--- src/rtl/uart_wb_master.sv ---
// Command-driven master for the UART register bus: accepts one byte-level command,
// runs one stb/clk/ack handshake and returns exactly one response per command.
module uart_wb_master #(
    parameter int TIMEOUT = 1024,
    parameter int GAP     = 2
) (
    input  logic       clk,
    input  logic       reset,
    input  logic       i_cmd_valid,
    output logic       o_cmd_ready,
    input  logic [1:0] i_cmd_op,
    input  logic [7:0] i_cmd_data,
    output logic       o_rsp_valid,
    output logic [7:0] o_rsp_data,
    output logic       o_rsp_err,
    output logic [1:0] o_wb_addr,
    output logic [7:0] o_wb_data_out,
    input  logic [7:0] i_wb_data_in,
    output logic       o_wb_we,
    output logic       o_wb_stb,
    output logic       o_wb_clk,
    input  logic       i_wb_ack
);

    localparam int TMO_W = $clog2(TIMEOUT) + 1;
    localparam int GAP_W = $clog2(GAP + 1);
    localparam logic [TMO_W-1:0] TMO_LAST = TMO_W'(TIMEOUT - 1);
    localparam logic [GAP_W-1:0] GAP_LOAD = GAP_W'(GAP);

    typedef enum logic [2:0] {
        S_IDLE,
        S_SETUP,
        S_STROBE,
        S_RELEASE,
        S_DONE,
        S_ABORT
    } state_t;

    state_t           r_state;
    logic [TMO_W-1:0] r_tmo;
    logic [GAP_W-1:0] r_gap;
    logic [7:0]       r_capture;
    logic             r_cmd_ready;
    logic             r_rsp_valid;
    logic [7:0]       r_rsp_data;
    logic             r_rsp_err;
    logic [1:0]       r_wb_addr;
    logic [7:0]       r_wb_data_out;
    logic             r_wb_we;
    logic             r_wb_stb;
    logic             r_wb_clk;

    state_t           w_state_next;
    logic [TMO_W-1:0] w_tmo_next;
    logic [GAP_W-1:0] w_gap_next;
    logic [7:0]       w_capture_next;
    logic             w_cmd_ready_next;
    logic             w_rsp_valid_next;
    logic [7:0]       w_rsp_data_next;
    logic             w_rsp_err_next;
    logic [1:0]       w_addr_next;
    logic [7:0]       w_wdata_next;
    logic             w_we_next;
    logic             w_stb_next;
    logic             w_clk_next;

    // Outputs are derived from the next state so every port comes straight from a flop.
    always_comb begin
        w_state_next   = r_state;
        w_tmo_next     = '0;
        w_gap_next     = r_gap;
        w_capture_next = r_capture;
        w_addr_next    = r_wb_addr;
        w_wdata_next   = r_wb_data_out;
        w_we_next      = r_wb_we;

        case (r_state)
            S_IDLE: begin
                if (r_gap != '0) begin
                    w_gap_next = r_gap - 1'b1;
                end
                if (i_cmd_valid && r_cmd_ready) begin
                    if (i_cmd_op == 2'b11) begin
                        w_state_next = S_ABORT;
                    end else begin
                        w_state_next   = S_SETUP;
                        w_addr_next    = i_cmd_op;
                        w_wdata_next   = i_cmd_data;
                        w_we_next      = (i_cmd_op == 2'b01);
                        w_capture_next = '0;
                    end
                end
            end
            S_SETUP: begin
                w_state_next = S_STROBE;
            end
            S_STROBE: begin
                if (i_wb_ack) begin
                    w_capture_next = i_wb_data_in;
                    w_state_next   = S_RELEASE;
                end else if (r_tmo == TMO_LAST) begin
                    w_state_next = S_ABORT;
                end else begin
                    w_tmo_next = r_tmo + 1'b1;
                end
            end
            // Keep re-capturing while ack lingers so the last acknowledged byte wins.
            S_RELEASE: begin
                if (!i_wb_ack) begin
                    w_state_next = S_DONE;
                end else begin
                    w_capture_next = i_wb_data_in;
                    if (r_tmo == TMO_LAST) begin
                        w_state_next = S_ABORT;
                    end else begin
                        w_tmo_next = r_tmo + 1'b1;
                    end
                end
            end
            S_DONE, S_ABORT: begin
                w_gap_next   = GAP_LOAD;
                w_state_next = S_IDLE;
            end
            default: begin
                w_state_next = S_IDLE;
            end
        endcase

        w_cmd_ready_next = (w_state_next == S_IDLE) && (w_gap_next == '0);
        w_rsp_valid_next = (w_state_next == S_DONE) || (w_state_next == S_ABORT);
        w_rsp_err_next   = (w_state_next == S_ABORT);
        w_rsp_data_next  = ((w_state_next == S_DONE) && r_wb_we) ? w_capture_next : 8'h00;
        w_stb_next       = (w_state_next == S_SETUP) || (w_state_next == S_STROBE)
                        || (w_state_next == S_RELEASE);
        w_clk_next       = (w_state_next == S_STROBE);
    end

    always_ff @(posedge clk) begin
        if (reset) begin
            r_state       <= S_IDLE;
            r_tmo         <= '0;
            r_gap         <= '0;
            r_capture     <= '0;
            r_cmd_ready   <= 1'b0;
            r_rsp_valid   <= 1'b0;
            r_rsp_data    <= '0;
            r_rsp_err     <= 1'b0;
            r_wb_addr     <= '0;
            r_wb_data_out <= '0;
            r_wb_we       <= 1'b1;
            r_wb_stb      <= 1'b0;
            r_wb_clk      <= 1'b0;
        end else begin
            r_state       <= w_state_next;
            r_tmo         <= w_tmo_next;
            r_gap         <= w_gap_next;
            r_capture     <= w_capture_next;
            r_cmd_ready   <= w_cmd_ready_next;
            r_rsp_valid   <= w_rsp_valid_next;
            r_rsp_data    <= w_rsp_data_next;
            r_rsp_err     <= w_rsp_err_next;
            r_wb_addr     <= w_addr_next;
            r_wb_data_out <= w_wdata_next;
            r_wb_we       <= w_we_next;
            r_wb_stb      <= w_stb_next;
            r_wb_clk      <= w_clk_next;
        end
    end

    assign o_cmd_ready   = r_cmd_ready;
    assign o_rsp_valid   = r_rsp_valid;
    assign o_rsp_data    = r_rsp_data;
    assign o_rsp_err     = r_rsp_err;
    assign o_wb_addr     = r_wb_addr;
    assign o_wb_data_out = r_wb_data_out;
    assign o_wb_we       = r_wb_we;
    assign o_wb_stb      = r_wb_stb;
    assign o_wb_clk      = r_wb_clk;

endmodule

--- config.mk ---
export PLATFORM = sky130hd
export DESIGN_NAME = uart_wb_master
export DESIGN_NICKNAME = d
export VERILOG_FILES = /design/src/rtl/uart_wb_master.sv
export SDC_FILE = /design/constraint.sdc
export NUM_CORES = 1
export LEC_CHECK = 0
export BUFFER_PORTS_ARGS = -buffer_cell sky130_fd_sc_hd__buf_2
export CAP_MARGIN = 20
export CORE_ASPECT_RATIO = 1.4
export CORE_MARGIN = 5
export CORE_UTILIZATION = 35
export DETAILED_ROUTE_END_ITERATION = 10
export PLACE_DENSITY_LB_ADDON = 0.3
export SYNTH_ARGS = -nofsm -noshare
export SYNTH_HDL_FRONTEND = slang
export SYNTH_SLANG_ARGS = --single-unit
--- constraint.sdc ---
create_clock -name clk -period 1.9 [get_ports clk]
set_input_delay 0.19 -clock clk [delete_from_list [all_inputs] [get_ports clk]]
set_output_delay 0.19 -clock clk [all_outputs]
set_load 0.02 [all_outputs]
Word-level counts from Yosys, hierarchy flattened
Index checks and enable logic that the tools add are counted.

word-level totals
  memories kept = 0
  output and inout port bits = 24
  bits in read-only memories = 0
  latch bits = 0
  input port bits = 22
  word-level logic and storage cells = 60
  bits in writable memories = 0
  bits in registers = 48

operators by class
  add/subtract/negate cells = 2
  $mul = 0
  multiplexer cells = 16
  reductions and logical operators = 14
  eq/ne operators = 13
  bitwise operators = 2
  $lt $le $gt $ge = 0
  shifts and indexed selects = 0
  divide/modulo/power cells = 0

operators with widths
  cell                                                                      count
  11-bit 2-to-1 mux                                                         3
  8-bit 2-to-1 mux                                                          3
  11-bit case mux with 2 select lines                                       1
  8-bit case mux with 2 select lines                                        1
  3-bit 2-to-1 mux                                                          5
  3-bit by 2-bit equality test with 1-bit output (second input constant)    4
  3-bit equality test (second input constant)                               4
  3-bit case mux with 4 select lines                                        1
  11-bit by 1-bit adder with 11-bit output (second input constant)          1
  11-bit by 10-bit equality test with 1-bit output (second input constant)  1
  3-bit by 1-bit equality test with 1-bit output (second input constant)    2
  3-bit zero test                                                           2
  2-bit OR reduction                                                        3
  2-bit case mux with 2 select lines                                        1
  1-bit logical AND                                                         3
  1-bit logical OR                                                          3
  3-bit AND reduction                                                       1
  2-bit by 1-bit equality test with 1-bit output (second input constant)    1
  2-bit equality test (second input constant)                               1
  2-bit zero test                                                           1
  2-bit 2-to-1 mux                                                          1
  1-bit NOT                                                                 2
  2-bit nonzero test                                                        1
  2-bit by 1-bit subtractor with 2-bit output (second input constant)       1

Longest topological paths before layout
Gate-level depths: netlist (run 1).

  depth after elaboration = 8
  depth in mapped cells = 6
  mapped depth without buffers = 5

Worst setup path after synthesis (run 1)
Ideal clock, no wire load.

  path type = register to register
  start = reg r_state[1]
  end = reg r_rsp_data[0], in the netlist o_rsp_data[0]
  library setup time = 0.126 ns
  period minus slack after synthesis = 1.652 ns
  buffers on the path = 2
  arrival = 1.526 ns
  slack = 0.248 ns
  data required time = 1.774 ns
  stages on the path, launching flop included = 7
  cells stage by stage = dfxtp_1 > or2_1 > buf_6 > nor4b_4 > buf_4 > a2bb2oi_1 > nor3_1

on the way
  cells in the longest elaborated chain, start to end = 7
  elaborated cells between the ends (all ways) = 15
  those cells by class = eq/ne (4); mux (6); bitwise (1); reduce/logical (4)

RTL lines
  element                              line      RTL
  start, declared                      39        state_t r_state;
  start signal, assigned               154       r_state <= w_state_next;
  3-bit 2-to-1 mux                     101, 113
  3-bit 2-to-1 mux (on tied branches)  109, 98
  3-bit case mux with 4 select lines   77        case (r_state)
  3-bit equality test                  132       w_rsp_data_next = ((w_state_next == S_DONE) && r_wb_we) ? w_capture_next : 8'h00;
  1-bit logical AND                    132
  1-bit NOT (no line)                  n/a
  2-bit OR reduction (no line)         n/a
  end signal, assigned                 160       r_rsp_data <= w_rsp_data_next;
  end, declared                        45        logic [7:0] r_rsp_data;

Parallel ways exist; a longest one is shown, timed or not.
A chain may end at the register's enable or synchronous reset.

Final worst setup path (run 1)
  start = reg r_tmo[0]
  end = reg r_state[1]

on the way
  cells in the longest elaborated chain, start to end = 4
  elaborated cells between the ends (all ways) = 5
  those cells by class = eq/ne (1); mux (4)

RTL lines
  element                                             line      RTL
  start, declared                                     40        logic [TMO_W-1:0] r_tmo;
  start signal, assigned                              155       r_tmo <= w_tmo_next;
  11-bit by 10-bit equality test with 1-bit output *  101, 113
  3-bit 2-to-1 mux *                                  101, 113
  3-bit 2-to-1 mux (on tied branches)                 109, 98
  3-bit case mux with 4 select lines *                77

Mark *: on every way between the ends. The rest lies on a longest branch, timed or not.

==> results of run 1 <==
## metrics by stage
stage	cell area, µm²	hold slack (ns)
final	2270	0.129
after floorplan	1840	0.337
after CTS	2270	0.118
after global routing	2270	0.133
after detailed placement	2180	0.436
after global placement	2180	0.424
## flip-flops by register name, indices dropped and copies added, names as in the netlist
name           flops
o_rsp_data         8
o_wb_we            1
o_wb_data_out      8
r_gap              2
o_cmd_ready        1
r_state            3
o_rsp_valid        1
o_wb_stb           1
o_rsp_err          1
o_wb_clk           1
o_wb_addr          2
r_tmo             11
r_capture          8
## metal layers
metal,GRT usage,vias to the layer above,routed length [µm]
li1,-,780,-
met1,0.143,689,1760
met2,0.209,44,1950
met3,0.0460,4,272
met4,0.0549,0,61
met5,0,-,0
## cell usage after synthesis, types with 5 or more instances
cell       count  area share
xor2_1         7       0.033
mux2i_1        8       0.043
nand2_1       19       0.039
dfxtp_1       48        0.52
a2bb2oi_1      9       0.043
nor2_1        37       0.075
nor3_1        11       0.030
and3_1         5       0.017
clkbuf_1       6       0.012
## layout make-up
class | count | area share
flip-flops and latches | 48 | 0.424
multi-input cells | 138 | 0.362
repair buffers | 54 | 0.135
clock buffers | 6 | 0.0364
well taps | 66 | 0.0364
clock inverters | 1 | 0.00386
inverters | 2 | 0.00331
## power breakdown
part	leakage [nW]	total, mW	switching (mW)	internal [mW]
clock	0.0473	0.613	0.322	0.290
combinational	0.541	0.234	0.136	0.0980
sequential	0.388	1.05	0.0156	1.03
total	0.976	1.90	0.474	1.42
## logic make-up after synthesis
kind of cell               after synthesis  synth area share
DFF                                     48             0.522
adders and majority gates                1           0.00679
buffers and inverters                   11            0.0326
AOI/OAI and AO/OA                       22            0.0917
and+or+nand+nor                         99             0.266
xor gates and xnor gates                 8            0.0380
muxes                                    8            0.0435
## path summary, 6_finish.rpt
path / to / slack [ns] / cells after the start
setup / recovery: r_state[1] / 0.18 / 6
hold / removal: o_wb_data_out[5] / 0.13 / 3
setup reg to reg: r_state[1] / 0.18 / 6
hold reg to reg: o_wb_addr[1] / 0.49 / 2
## worst reg2reg max path, cell delays in order, from the launching register on
cell and delay [ns]:
dfxtp_1 0.36, ha_1 0.22, and3_1 0.16, nand4_1 0.14, buf_4 0.15, a211oi_1 0.04
a2111oi_0 0.50
==> summary.md, run 1 <==
The longest clock path from root to sink contains 2 buffers. Across the VDD grid, the largest voltage drop is 0.000389 V. The first global-routing pass estimated 6760 µm of wire. The tools report the reported max-cap violation count as 0. The fraction of layout instances using a drive strength above 1 works out to 0.257. Setup violations remaining at the end of the flow were counted as 0. The tools report the kind of start point of the critical path as a register. Synthesis produced 197 cells. In the final timing run, aggregate negative setup slack is 0 ns.

The run gives 0 as the initial antenna violation count. In this design, the stage delay of the slowest critical-path cell is 0.50 ns. The routed wire length came out at 4040 µm. The path class of the tightest hold or removal check is in -> reg. CTS built an H-tree with a depth of 2. The post-route core utilization was 0.440; the final worst clock skew was 0.00445 ns.

The launch instance of the worst min-delay path was i_cmd_data[5]. The element type at the critical path end was a register. The placement row count came out at 31. The final clock period utilization by the worst path works out to 0.905. The run gives 0 as the remaining design rule violation count.

The startpoint-to-endpoint class of the critical path was reg -> reg. The distinct cell type count of the synthesized netlist was 37; the fill cell total of the finished layout was 513. In this run, the number of DRC markers left after iteration 0 of detailed routing was 48. The most used flip-flop cell after synthesis is dfxtp_1.

The leakage power came out at 0.976 nW. TritonCTS built the clock tree. At the worst endpoint, the required time is 2.03 ns. The largest fanout on the critical path was 5; the number of enable-type register cells in the synthesized netlist was 0. The mean cell area of the mapped netlist was 9.35 µm². After clock tree synthesis, the flow added hold-fix buffers numbering 0. The overall die area came out at 6830 µm². Aggregate global routing overflow: 0. Measured along the x axis, the die boundary spans 71.3 µm.

The worst path in the final design needs a cycle of 1.72 ns, including I/O delays and setup. For the final hold violation count, the log shows 0. The top cell types in the final layout, fill and taps aside, are 48 x dfxtp_1, 45 x buf_2, 37 x nor2_1, 19 x nand2_1, 11 x nor3_1.

The number of gates resized after CTS was 0. The critical path goes through ha_1, and3_1, nand4_1, buf_4, a211oi_1, a2111oi_0. The sequential cells in the finished layout cover a total of 961 µm².

Across all setup checks in the final design, the least slack found is 0.180 ns. The synthesized netlist occupies a cell area of 1840 µm². The share of synthesized registers carrying an async set or reset works out to 0. Detailed placement ended at an HPWL of 2960 µm.

Counting the buffers created by CTS gives 5. The logs give 5160 µm² for the placeable core area and 1.90 mW for the total power of the final layout. The overall track demand over capacity in global routing came out at 0.126. The initial standard-cell utilization of the core is 0.357.

Clock-pin slew was measured on the worst setup and hold paths at 0.08 ns. The top-level I/O count is 46, and the post-synthesis register bit count is 48. The die boundary height was 95.8 µm; the number of buffers inserted by port buffering was 45. The sequential share of the synthesized area is 0.522. The multi-input logic area is 821 µm², and the number of instances in the placed design is 308. CTS root buffer: clkbuf_8.

The largest individual stage delay along the critical path comes from the cell a2111oi_0. Leaving out fill and tap cells, the most frequent cell in the layout is dfxtp_1. The logs give 0.29 ns for the clock latency on the worst-skew pair and 21 for the largest net degree at the start of global routing.

In the final routed layout, each cell accounts on average for 12.8 µm. The first detailed-routing pass took 4 iterations. Timing analysis after detailed placement gives a worst setup slack of 0.199 ns.

The logs give 220 for the number of nets produced by synthesis and 0 for the number of warnings issued by yosys. The buffering stage count on the worst path with inverters included is 1. Detailed-route vias per instance: 4.82. The count of nets left with antenna violations once routing finished came out at 0.

For the CTS sink count, the log shows 48. Tracing the worst setup path back leads to its startpoint at r_tmo[0]. The cell family contributing the most delay on the critical path is compound AO/OA/AOI/OAI gates. The final route contains 1517 vias. The buffer count from post-CTS setup fixing came out at 0. The flow ran to the end, and the final reports show no timing, DRC or antenna violations. Setup repair after global routing left no endpoint under its margin. The count of pins over their slew limit came out at 0. The worst register-to-register path begins at r_tmo[0]. The relative slew slack is 0.636, and the number of nets in the finished design is 272.

Leaving out filler cells and counting taps, the final layout contains 315. The count of inserted antenna diode cells came out at 0. The layout overhead on the synthesized area was 23.2%; the critical path arrival was 1.85 ns. The tools report the final weighted congestion in routability-driven placement as 0.788. Timing would allow up to 0.581 GHz.

The total power per unit cell area was 836 nW/µm². The actual transition at the worst max-transition pin was 0.532 ns; the via count of the first global-routing pass was 1488.
Power figures use the tool's default switching activity.
==> run 2: changes to the inputs <==
--- a/config.mk
+++ b/config.mk
@@ -9,7 +9,7 @@
 export CAP_MARGIN = 20
 export CORE_ASPECT_RATIO = 1.4
 export CORE_MARGIN = 5
-export CORE_UTILIZATION = 35
+export CORE_UTILIZATION = 45
 export DETAILED_ROUTE_END_ITERATION = 10
 export PLACE_DENSITY_LB_ADDON = 0.3
 export SYNTH_ARGS = -nofsm -noshare
==> summary.md, run 2 (same netlist as run 1, synthesis figures left out) <==
The final clock period utilization by the worst path is 0.885 (was 0.905), and the top-level I/O count is 46 (unchanged). Ordered cell list for the critical path: or2_1, or4_1, o211a_2, nor3_1 (was ha_1, and3_1, nand4_1, buf_4, a211oi_1, a2111oi_0). The largest stage delay on the critical path came out at 0.49 ns (was 0.50 ns). The reported max-cap violation count was 0 (unchanged); the initial antenna violation count was 0 (unchanged).

Register bank with the most flops: r_tmo (unchanged). The run gives 5490 µm² (was 6830 µm²) as the overall die area. The number of instances in the placed design is 285 (was 308), and the buffer count from post-CTS setup fixing is 0 (unchanged). The layout overhead on the synthesized area works out to 21.5% (was 23.2%). Achievable frequency: 0.595 GHz (was 0.581 GHz). The placeable core area was 3950 µm² (was 5160 µm²). The final hold violation count was 0 (unchanged). For the final worst clock skew, the log shows 0.00439 ns (was 0.00445 ns). The standard cell with the maximum stage delay on the critical path is or4_1 (was a2111oi_0). The logs give 0 (unchanged) for the count of pins over their slew limit and 1.90 ns (was 1.85 ns) for the critical path arrival. The run finished with clean final reports. The tools report the number of nets in the finished design as 272 (unchanged).

The clock edge transition at the registers on the reported setup and hold paths is 0.09 ns (was 0.08 ns), and the placement row count is 27 (was 31). The run gives 0 (unchanged) as the count of inserted antenna diode cells. Commonest cells after routing, fill and taps aside: 48 x dfxtp_1, 45 x buf_2, 37 x nor2_1, 19 x nand2_1, 11 x nor3_1 (unchanged).

The aggregate global routing overflow is 0 (unchanged), and the die boundary height is 85.7 µm (was 95.8 µm). Total power per unit cell area: 839 nW/µm² (was 836 nW/µm²). The final critical-path required period was 1.68 ns (was 1.72 ns). The tools report the total clock buffers created by CTS as 5 (unchanged). The run gives 3890 µm (was 4040 µm) as the routed wire length.

For the clock latency on the worst-skew pair, the log shows 0.29 ns (about the same). CTS sink count: 48 (unchanged). The number of DRC markers in iteration 0 was 69 (was 48). The instance area after placement is 2150 µm² (was 2180 µm²), and the largest fanout on the critical path is 13 (was 5). The overall track demand over capacity in global routing came out at 0.146 (was 0.126). The minimum setup slack among reg-to-reg paths was 0.22 ns (was 0.18 ns). The post-route core utilization was 0.566 (was 0.440); the fraction of layout instances using a drive strength above 1 was 0.260 (was 0.257).

The final design instance area without fill is 2240 µm² (was 2270 µm²). The setup TNS after final layout is 0 ns (unchanged), and the first-pass iteration count of the detailed router is 4 (unchanged). The tools report the half-perimeter wire length after placement as 2860 µm (was 2960 µm). The number of failing setup endpoints in the final timing report came out at 0 (unchanged). For the count of antenna-violating nets left after detailed routing, the log shows 0 (unchanged).

Startpoint-to-endpoint class of the critical path: reg -> reg (unchanged). The run gives 1509 (was 1517) as the vias after detailed routing. TritonCTS built the clock tree. The final routed wire length divided by cell count works out to 13.3 µm (was 12.8 µm). The initial standard-cell utilization of the core is 0.466 (was 0.357). The relative slew slack is 0.647 (was 0.636). The tools report the total power of the final layout as 1.88 mW (was 1.90 mW).

The number of buffers inserted by port buffering came out at 45 (unchanged). The die width is 64.1 µm (was 71.3 µm). The cts-stage hold buffer count was 0 (unchanged); the remaining design rule violation count was 0 (unchanged).

The via count of the first global-routing pass was 1467 (was 1488); the buffering stage count on the worst path with inverters included was 0 (was 1). Setup repair after global routing left no endpoint under its margin. The fill cell total of the finished layout came out at 383 (was 513).

The largest net degree at the start of global routing is 18 (was 21), and the first-pass GRT wire length is 6470 µm (was 6760 µm). The run gives 2.11 ns (was 2.03 ns) as the required time reported for the critical path endpoint. The actual transition at the worst max-transition pin is 0.524 ns (was 0.532 ns), and the worst IR drop on VDD is 0.000751 V (was 0.000389 V). Leakage power: 0.974 nW (was 0.976 nW). The tools report the kind of start point of the critical path as a register (unchanged).

The number of flip-flops in the largest register is 11 (unchanged). The cell family with the largest share of critical-path delay was simple AND/OR/NAND/NOR gates (was compound AO/OA/AOI/OAI gates). The tools report the element type at the critical path end as a register (unchanged). The final weighted congestion in routability-driven placement came out at 0.818 (was 0.788). The tools report the CTS root buffer as clkbuf_8 (unchanged). The path type of the worst min-delay path was in -> reg (unchanged).

Number of levels the H-tree was split into: 2 (unchanged). The maximum root-to-sink buffer count came out at 2 (unchanged). The most frequent standard cell in the layout excluding fill and tap cells is dfxtp_1 (unchanged). The detailed-route vias per instance is 5.15 (was 4.82), and the count of placed standard cells in the final layout, fillers left out is 293 (was 315).

The tools report the number of cells upsized or downsized after cts as 0 (unchanged).
[run 2: through the flow]
stage          hold slack (ns)  worst slack (ns)
6_report                 0.128             0.218
5_1_grt                  0.142             0.108
4_1_cts                  0.120             0.229
3_5_place_dp             0.432             0.215
3_3_place_gp             0.422             0.160
2_1_floorplan            0.337             0.248
[run 2: layout make-up]
| type | instances | area, µm² | area share |
|---|---|---|---|
| timing repair buffer | 54 | 305 | 0.136 |
| multi-input combinational | 138 | 821 | 0.367 |
| sequential | 48 | 961 | 0.429 |
| tap | 43 | 53.8 | 0.0240 |
| inverter | 2 | 7.51 | 0.00335 |
| clock buffer | 5 | 68.8 | 0.0307 |
| clock inverter | 3 | 21.3 | 0.00950 |
[run 2: worst reg2reg max path, delay by kind of cell, from the launching register on]
kind            cells  cell delay [ns]
flops               1             0.34
compound gates      1             0.22
simple gates        3             1.05
[run 2: where the power goes]
part	switching (mW)	internal (mW)	total [mW]
clock	0.332	0.261	0.593
combinational	0.137	0.0980	0.235
sequential	0.0157	1.04	1.05
total	0.484	1.39	1.88
[run 2: final timing paths]
check,cells after the start,end,startpoint
setup / recovery,4,o_rsp_data[1],r_state[1]
hold / removal,3,o_wb_data_out[1],i_cmd_data[1]
setup reg to reg,4,o_rsp_data[1],r_state[1]
hold reg to reg,2,o_wb_data_out[1],o_wb_data_out[1]
[run 2: metal layers]
metal	wire, µm	vias up	track usage
li1	-	782	-
met5	0	-	0
met4	25	0	0.0340
met3	210	2	0.0524
met1	1710	695	0.172
met2	1940	30	0.249
==> run 3: changes to the inputs <==
==> constraint.sdc (replaced) <==
create_clock -name clk -period 1.43 [get_ports clk]
set_input_delay 0.143 -clock clk [delete_from_list [all_inputs] [get_ports clk]]
set_output_delay 0.143 -clock clk [all_outputs]
set_load 0.02 [all_outputs]
==> summary.md, run 3 (same netlist as run 1, synthesis figures left out) <==
The flow ran to the end, but the final reports show violations. The checks that failed: negative setup slack. The count of inserted antenna diode cells was 0 (unchanged); the final routed wire length divided by cell count was 15.5 µm (was 13.3 µm). The logs give 4 (unchanged) for the first-pass iteration count of the detailed router and 1666 (was 1467) for the via count of the first global-routing pass. The tools report the overall die area as 5490 µm² (unchanged). Number of levels the H-tree was split into: 2 (unchanged). The largest fanout on the critical path works out to 5 (was 13). The element type at the critical path end is a register (unchanged). Die width: 64.1 µm (unchanged). The final hold violation count was 0 (unchanged). The run gives 1717 (was 1509) as the vias after detailed routing. The remaining design rule violation count is 0 (unchanged), and the top-level I/O count is 46 (unchanged). The final critical-path required period works out to 1.57 ns (was 1.68 ns). The placeable core area is 3950 µm² (unchanged).

The detailed-route vias per instance was 5.28 (was 5.15). The run gives 1.80 ns (was 1.90 ns) as the critical path arrival. Aggregate global routing overflow: 0 (unchanged).

Maximum root-to-sink buffer count: 2 (unchanged). Register bank with the most flops: r_tmo (unchanged). The die boundary height came out at 85.7 µm (unchanged).

The kind of start point of the critical path is a register (unchanged). The run gives 0 (unchanged) as the reported max-cap violation count. The layout overhead on the synthesized area was 56.0% (was 21.5%). The tools report the number of failing setup endpoints in the final timing report as 36 (was 0). The fraction of layout instances using a drive strength above 1 is 0.504 (was 0.260). Commonest cells after routing, fill and taps aside: 45 x buf_2, 44 x dfxtp_1, 34 x buf_4, 32 x nor2_1, 17 x nand2_1 (was 48 x dfxtp_1, 45 x buf_2, 37 x nor2_1, 19 x nand2_1, 11 x nor3_1). The startpoint-to-endpoint class of the critical path is reg -> reg (unchanged).

The path type of the worst min-delay path was in -> reg (unchanged). The run gives 305 (was 272) as the number of nets in the finished design. The CTS sink count was 48 (unchanged); the number of buffers inserted by port buffering was 45 (unchanged). The run gives 27 (unchanged) as the placement row count. The final weighted congestion in routability-driven placement was 0.790 (was 0.818); the final clock period utilization by the worst path was 1.10 (was 0.885). The logs give 0.466 (unchanged) for the initial standard-cell utilization of the core and 0.638 GHz (was 0.595 GHz) for the achievable frequency. The CTS root buffer is clkbuf_8 (unchanged).

The final worst clock skew is 0.00276 ns (was 0.00439 ns). The total power per unit cell area is 959 nW/µm² (was 839 nW/µm²). The clock edge transition at the registers on the reported setup and hold paths came out at 0.08 ns (was 0.09 ns).

The actual transition at the worst max-transition pin came out at 0.370 ns (was 0.524 ns). The setup slack of the critical path after layout was -0.138 ns (was 0.218 ns); the total power of the final layout was 2.76 mW (was 1.88 mW). The run gives 0.727 (was 0.566) as the post-route core utilization. The final design instance area without fill was 2870 µm² (was 2240 µm²). The total clock buffers created by CTS is 5 (unchanged), and the number of flip-flops in the largest register is 11 (unchanged).

The leakage power was 1.22 nW (was 0.974 nW); the required time reported for the critical path endpoint was 1.66 ns (was 2.11 ns). The run gives 0 (unchanged) as the count of antenna-violating nets left after detailed routing. The most frequent standard cell in the layout excluding fill and tap cells is buf_2 (was dfxtp_1). The instance area after placement came out at 2420 µm² (was 2150 µm²). Setup repair after global routing could not meet its margin everywhere. The largest net degree at the start of global routing is 26 (was 18), and the worst IR drop on VDD is 0.00107 V (was 0.000751 V). TritonCTS built the clock tree.

The half-perimeter wire length after placement is 3300 µm (was 2860 µm). The clock latency on the worst-skew pair is 0.30 ns (was 0.29 ns). The number of DRC markers in iteration 0 was 51 (was 69); the count of pins over their slew limit was 0 (unchanged). The run gives 5050 µm (was 3890 µm) as the routed wire length. The initial antenna violation count was 0 (unchanged); the first-pass GRT wire length was 7510 µm (was 6470 µm). The relative slew slack is 0.753 (was 0.647). The overall track demand over capacity in global routing came out at 0.174 (was 0.146).
## run 3: cell count changes in the layout (fill, tap and decap cells not counted), sizes merged
cell	previous run	this run
buf	54	86
clkbuf	5	7
clkinvlp	1	0
inv	3	2
## run 3: routing by layer
layer	up-vias	global-route usage	routed length (µm)
li1	845	-	-
met1	823	0.195	1930
met2	43	0.301	2780
met3	6	0.0524	279
met4	0	0.0699	57
met5	-	0	0
## run 3: stage by stage
step | instances | setup slack, ns | TNS [ns] | hold slack (ns)
after floorplan | 197 | -0.141 | -3.13 | 0.290
after global placement | 307 | -0.110 | -2.26 | 0.376
after detailed placement | 307 | -0.152 | -2.72 | 0.383
after CTS | 318 | -0.131 | -2.20 | 0.0683
after global routing | 325 | -0.216 | -5.16 | 0.0719
final | 325 | -0.138 | -2.90 | 0.0706
## run 3: layout make-up
type                            count  area [µm²]
Clock buffer                        6        82.6
Clock inverter                      1        8.76
Fill cell                         299        1080
Inverter                            2        7.51
Multi-Input combinational cell    138        1140
Sequential cell                    48         966
Tap cell                           43        53.8
Timing Repair Buffer               87         619
## run 3: worst paths after layout
check | startpoint | end | slack (ns) | depth (start not counted)
max reg2reg | r_state[0] | o_rsp_data[7] | -0.14 | 5
min | i_cmd_data[1] | o_wb_data_out[1] | 0.07 | 3
max | r_state[0] | o_rsp_data[7] | -0.14 | 5
min reg2reg | o_wb_addr[1] | o_wb_addr[1] | 0.49 | 2
## run 3: critical path, cell delays in order, from the launching register on
cell     delay, ns
dfxtp_1       0.32
or2_4         0.27
or4_4         0.48
o211a_4       0.19
buf_12        0.14
nor3_2        0.09
## run 3: power by group
group | switching (mW) | total [mW] | internal [mW]
registers | 0.0222 | 1.40 | 1.38
logic | 0.265 | 0.528 | 0.263
clock network | 0.443 | 0.829 | 0.386
total | 0.730 | 2.76 | 2.03
## run 3: timing repair
| action | in CTS | in global routing |
|---|---|---|
| cloned | 0 | 1 |
| hold buffers | 0 | 0 |
| buffers inserted | 4 | 6 |
| endpoints found under the setup margin | 33 | 45 |
| gates resized for setup | 12 | 33 |
| pin swaps | 6 | 5 |
